===== config.mk =====
export PLATFORM = sky130hd
export DESIGN_NAME = uart_cfg_rx
export DESIGN_NICKNAME = d
export VERILOG_FILES = /design/src/rtl/uart_cfg_rx.sv
export SDC_FILE = /design/constraint.sdc
export NUM_CORES = 1
export LEC_CHECK = 0
export CELL_PAD_IN_SITES_DETAIL_PLACEMENT = 0
export CELL_PAD_IN_SITES_GLOBAL_PLACEMENT = 1
export CORE_MARGIN = 3
export CORE_UTILIZATION = 40
export DETAILED_ROUTE_END_ITERATION = 10
export PLACE_DENSITY = 0.8
export SETUP_SLACK_MARGIN = 0.2
export SLEW_MARGIN = 20
export SYNTH_ARGS = -nofsm -noshare
export SYNTH_HDL_FRONTEND = slang
export SYNTH_SLANG_ARGS = --single-unit

===== constraint.sdc =====
create_clock -name clk -period 1.7 [get_ports clk]
set_input_delay 0.34 -clock clk [delete_from_list [all_inputs] [get_ports clk]]
set_output_delay 0.34 -clock clk [all_outputs]
set_load 0.01 [all_outputs]

===== src/rtl/uart_cfg_rx.sv =====
// Oversampled 8N1 UART receiver: each received byte becomes a held
// address/data request (upper/lower nibble) that is released by ack.
module uart_cfg_rx #(
   parameter int OVERSAMPLE = 16,
   parameter int MID_SAMPLE = 8
) (
   input  logic       clk,
   input  logic       rst,
   input  logic       clk_16bd,
   input  logic       rx,
   input  logic       ack,
   output logic [3:0] address,
   output logic [3:0] data,
   output logic       valid,
   output logic       busy,
   output logic       frame_err,
   output logic       overrun
);
   localparam int CW = $clog2(OVERSAMPLE);
   localparam logic [CW-1:0] CNT_LAST = CW'(OVERSAMPLE - 1);
   localparam logic [CW-1:0] MID_LAST = CW'(MID_SAMPLE - 1);
   localparam logic [CW-1:0] CNT_ONE  = CW'(1);

   typedef enum logic [1:0] {IDLE, START, DATA, STOP} state_t;

   state_t          state_q, state_d;
   logic [CW-1:0]   cnt_q, cnt_d;
   logic [2:0]      bit_idx_q, bit_idx_d;
   logic [7:0]      shreg_q, shreg_d;
   logic            rx_meta_q, rx_s_q, rx_prev_q;
   logic            clk_16bd_q;
   logic [3:0]      address_q, address_d, data_q, data_d;
   logic            valid_q, valid_d;
   logic            frame_err_q, frame_err_d;
   logic            overrun_q, overrun_d;
   logic            tick, byte_done;

   assign tick = clk_16bd & ~clk_16bd_q;

   always_ff @(posedge clk or negedge rst) begin
      if (!rst) begin
         rx_meta_q   <= 1'b1;
         rx_s_q      <= 1'b1;
         rx_prev_q   <= 1'b1;
         clk_16bd_q  <= 1'b0;
         state_q     <= IDLE;
         cnt_q       <= '0;
         bit_idx_q   <= '0;
         shreg_q     <= '0;
         address_q   <= '0;
         data_q      <= '0;
         valid_q     <= 1'b0;
         frame_err_q <= 1'b0;
         overrun_q   <= 1'b0;
      end else begin
         rx_meta_q   <= rx;
         rx_s_q      <= rx_meta_q;
         rx_prev_q   <= rx_s_q;
         clk_16bd_q  <= clk_16bd;
         state_q     <= state_d;
         cnt_q       <= cnt_d;
         bit_idx_q   <= bit_idx_d;
         shreg_q     <= shreg_d;
         address_q   <= address_d;
         data_q      <= data_d;
         valid_q     <= valid_d;
         frame_err_q <= frame_err_d;
         overrun_q   <= overrun_d;
      end
   end

   // Counters are cleared on their terminal tick, so they never wrap in-state.
   always_comb begin
      state_d     = state_q;
      cnt_d       = cnt_q;
      bit_idx_d   = bit_idx_q;
      shreg_d     = shreg_q;
      byte_done   = 1'b0;
      frame_err_d = 1'b0;
      case (state_q)
         IDLE: begin
            if (rx_prev_q && !rx_s_q) begin
               cnt_d   = '0;
               state_d = START;
            end
         end
         START: begin
            if (tick) begin
               if (cnt_q == MID_LAST) begin
                  cnt_d = '0;
                  if (!rx_s_q) begin
                     bit_idx_d = '0;
                     state_d   = DATA;
                  end else begin
                     state_d = IDLE;
                  end
               end else begin
                  cnt_d = cnt_q + CNT_ONE;
               end
            end
         end
         DATA: begin
            if (tick) begin
               if (cnt_q == CNT_LAST) begin
                  cnt_d   = '0;
                  shreg_d = {rx_s_q, shreg_q[7:1]};
                  if (bit_idx_q == 3'd7) state_d = STOP;
                  else bit_idx_d = bit_idx_q + 3'd1;
               end else begin
                  cnt_d = cnt_q + CNT_ONE;
               end
            end
         end
         STOP: begin
            if (tick) begin
               if (cnt_q == CNT_LAST) begin
                  cnt_d       = '0;
                  state_d     = IDLE;
                  byte_done   = rx_s_q;
                  frame_err_d = !rx_s_q;
               end else begin
                  cnt_d = cnt_q + CNT_ONE;
               end
            end
         end
         default: state_d = IDLE;
      endcase
   end

   // An ack landing on the completion cycle frees the slot for the new byte.
   always_comb begin
      address_d = address_q;
      data_d    = data_q;
      valid_d   = valid_q;
      overrun_d = 1'b0;
      if (byte_done && (!valid_q || ack)) begin
         address_d = shreg_q[7:4];
         data_d    = shreg_q[3:0];
         valid_d   = 1'b1;
      end else if (byte_done) begin
         overrun_d = 1'b1;
      end else if (ack && valid_q) begin
         valid_d = 1'b0;
      end
   end

   assign address   = address_q;
   assign data      = data_q;
   assign valid     = valid_q;
   assign busy      = (state_q != IDLE);
   assign frame_err = frame_err_q;
   assign overrun   = overrun_q;
endmodule


==> results.toml <==
[outcome]
status = "finished clean"

[floorplan]
fp-row-count = 20
die_area_sq_um = 4270
die_w_microns = 65.35
die_h_microns = 65.35
ioPinCount = 17
start_util = 0.4398
core_sq_um = 3203

[flow_run]
drv_cap = 0

[timing]
slew_viol_final = 0
rsz0062_at_grt = "yes"
hold_viol = 0
min_period_over_period = 0.9776
finalClockSkew_ps = 15.36
max_slew_margin = 0.7447
setup_viol_count_final = 0
period_minus_slack_ps = 1662
fmax_ghz = 0.6017
tightest_slew_ps = 382.9

[yosys]
yosysWarnings = 0
syn_avg_cell_area_sq_um = 13.17
yosys-top-cells-area = "dfrtp_1, mux2_2, dfstp_2"
synth-async-reset-ratio = 1.000
synth-edff-count = 0
yosysTopAreaCellShare = 0.5151
synth-main-ff-cell = "dfrtp_1"
ys_top_cells_by_count = "dfrtp_1, mux2_2, nand2_1"
ys_seq_elements = 32
post-synth-top-count-cell = "dfrtp_1"
syn-num-nets = 115
yosysUniqueCellTypes = 30
yosysTopAreaCell = "dfrtp_1"
synthCells = 107
seq_area_frac_synth = 0.5710
syn-cell-area_sq_um = 1409

[placed_design]
placedInstanceArea_sq_um = 1674
hpwl_microns = 1775
numPortBuffers = 16
globalplace.congestion = 0.8748

[detailed_routing]
drc_errors = 0
ant_nets = 0
routed_wl_microns = 2615
wl_per_cell_microns = 13.69
drt_first_pass_iters = 4
via_count = 971
drt-initial-drc-count = 20
vias_per_cell = 5.084

[clock_tree]
htree_levels = 2
cts_tree = "done"
clk_pin_slew_ps = 100
cts.sinks = 32
root_buffer = "clkbuf_4"
ctsHoldBuffers = 0
clk_latency_ps = 340
clk_path_buf_depth = 2
cts_inserted_buffers = 5

[global_routing]
antenna_found_initial = 0
grt_pass1_wl_microns = 4319
track_usage = 0.1378
overflow = 0
grt_pass1_vias = 936
grt_max_degree = 33

[cells_and_area]
fin_nets = 154
drive_gt1_frac = 0.4354
design_area_sq_um = 1894
area_growth_pct = 34.46
diodes = 0

[worst_setup_path]
worstPathArrival_ps = 1880
required_ps = 1920
crit_type = "reg -> reg"
worstSetupEndpointType = "register"
cp_max_fo = 5
start_kind = "register"

[worst_hold_path]
min_path_type = "reg -> reg"

[pwr]
irDropWorstVdd_v = 0.0006554
power.density_nw_per_um2 = 1089
power_mw = 2.062
leakagePower_nw = 0.9443
==> state kept, by name (all words and copies together), names as in the netlist, 3 cells and up, named ones only <==
signal / cells
cnt_q: 4
data: 4
bit_idx_q: 3
address: 4
shreg_q: 8
==> cell type report <==
cell class                 instances  area [sq um]
clock buffer                       7         65.06
clock inverter                     1         30.03
fill                             293          1309
inverter                           1         3.754
multi-input combinational         70         634.4
sequential                        32         807.0
tap                               44         55.05
timing repair buffer              36         299.0
==> power breakdown <==
part	internal (mW)	leakage, nW	switching, mW	total [mW]
combinational	0.273	0.471	0.258	0.531
sequential	0.833	0.422	0.0562	0.889
clock	0.390	0.0515	0.251	0.642
total	1.50	0.944	0.566	2.06
==> worst max-delay path, cell delays in order, from the launching register on <==
cell and delay, ps:
dfrtp_1 400, ha_2 200, and4b_4 190, nor3b_4 160
buf_6 130, and2b_2 200, mux2_4 260
==> metrics by stage <==
step | hold slack, ps | setup WS, ps | util | TNS [ps] | instances
2_1_floorplan | 44.41 | 43.42 | - | 0 | 107
5_1_grt | 366.5 | -26.07 | 0.5914 | -97.17 | 191
4_1_cts | 363.8 | 59.05 | 0.5602 | 0 | 187
6_report | 363.8 | 38.11 | 0.5914 | 0 | 191
3_5_place_dp | 348.7 | -232.6 | 0.5227 | -4147 | 175
3_3_place_gp | 345.4 | -192.0 | 0.5227 | -3276 | 175
==> logic make-up (layout without fill, tap and decap cells) <==
kind of cell / count (synthesis) / after routing / share of synthesized area
AND/OR/NAND/NOR: 32 / 32 / 0.1386
buffers and inverters: 5 / 45 / 0.03552
flip-flops: 32 / 32 / 0.5711
AO/OA/AOI/OAI: 15 / 15 / 0.07192
multiplexers: 19 / 19 / 0.1501
adder cells (fa/ha/maj): 3 / 3 / 0.02665
XOR/XNOR: 1 / 1 / 0.006218
==> what timing repair did <==
| item | 4_1_cts | 5_1_grt |
|---|---|---|
| setup buffers | 3 | 4 |
| endpoints found under the setup margin | 32 | 22 |
| pin swaps | 4 | 3 |
| endpoints found under the hold margin | 0 | 0 |
| gates cloned | 1 | 0 |
| resized for setup | 16 | 22 |
==> layer usage <==
| layer | global-route usage | routed length (microns) | vias up | share of wire |
|---|---|---|---|---|
| met2 | 0.2061 | 1251 | 26 | 0.48 |
| met5 | 0 | 0 | - | 0 |
| met3 | 0.04615 | 146 | 7 | 0.056 |
| met1 | 0.1709 | 1152 | 473 | 0.44 |
| met4 | 0.08549 | 65 | 0 | 0.025 |
| li1 | - | - | 465 | - |
==> final timing paths <==
kind | from | endpoint | slack (ps) | cells past startpoint
worst max-delay path | cnt_q[0] | bit_idx_q[0] | 40 | 6
worst min-delay path | rx_meta_q | rx_s_q | 360 | 0
worst max register to register | cnt_q[0] | bit_idx_q[0] | 40 | 6
worst min register to register | rx_meta_q | rx_s_q | 360 | 0
max in group asynchronous | rst | state_q[0] | 1000 | 2
min in group asynchronous | rst | shreg_q[5] | 380 | 2
==> layout by cell type, fill, tap and decap left out, types with 2 or more instances in the layout <==
cell type and n:
clkbuf_4 5, mux2_2 4, nor2_1 2, o31ai_1 2, buf_4 18, clkdlybuf4s50_1 4, dfstp_2 3, o21ai_0 5
buf_6 2, nor2b_1 3, clkbuf_8 2, a31oi_1 2, nor3_1 2, nand3_1 2, nand2_1 11, mux2i_1 2
o211ai_1 2, mux2_4 13, ha_2 2, dfrtp_1 27, a22o_2 2, dlygate4sd2_1 11, dfrtp_2 2
Note: power is estimated with default switching activity, not from simulation.
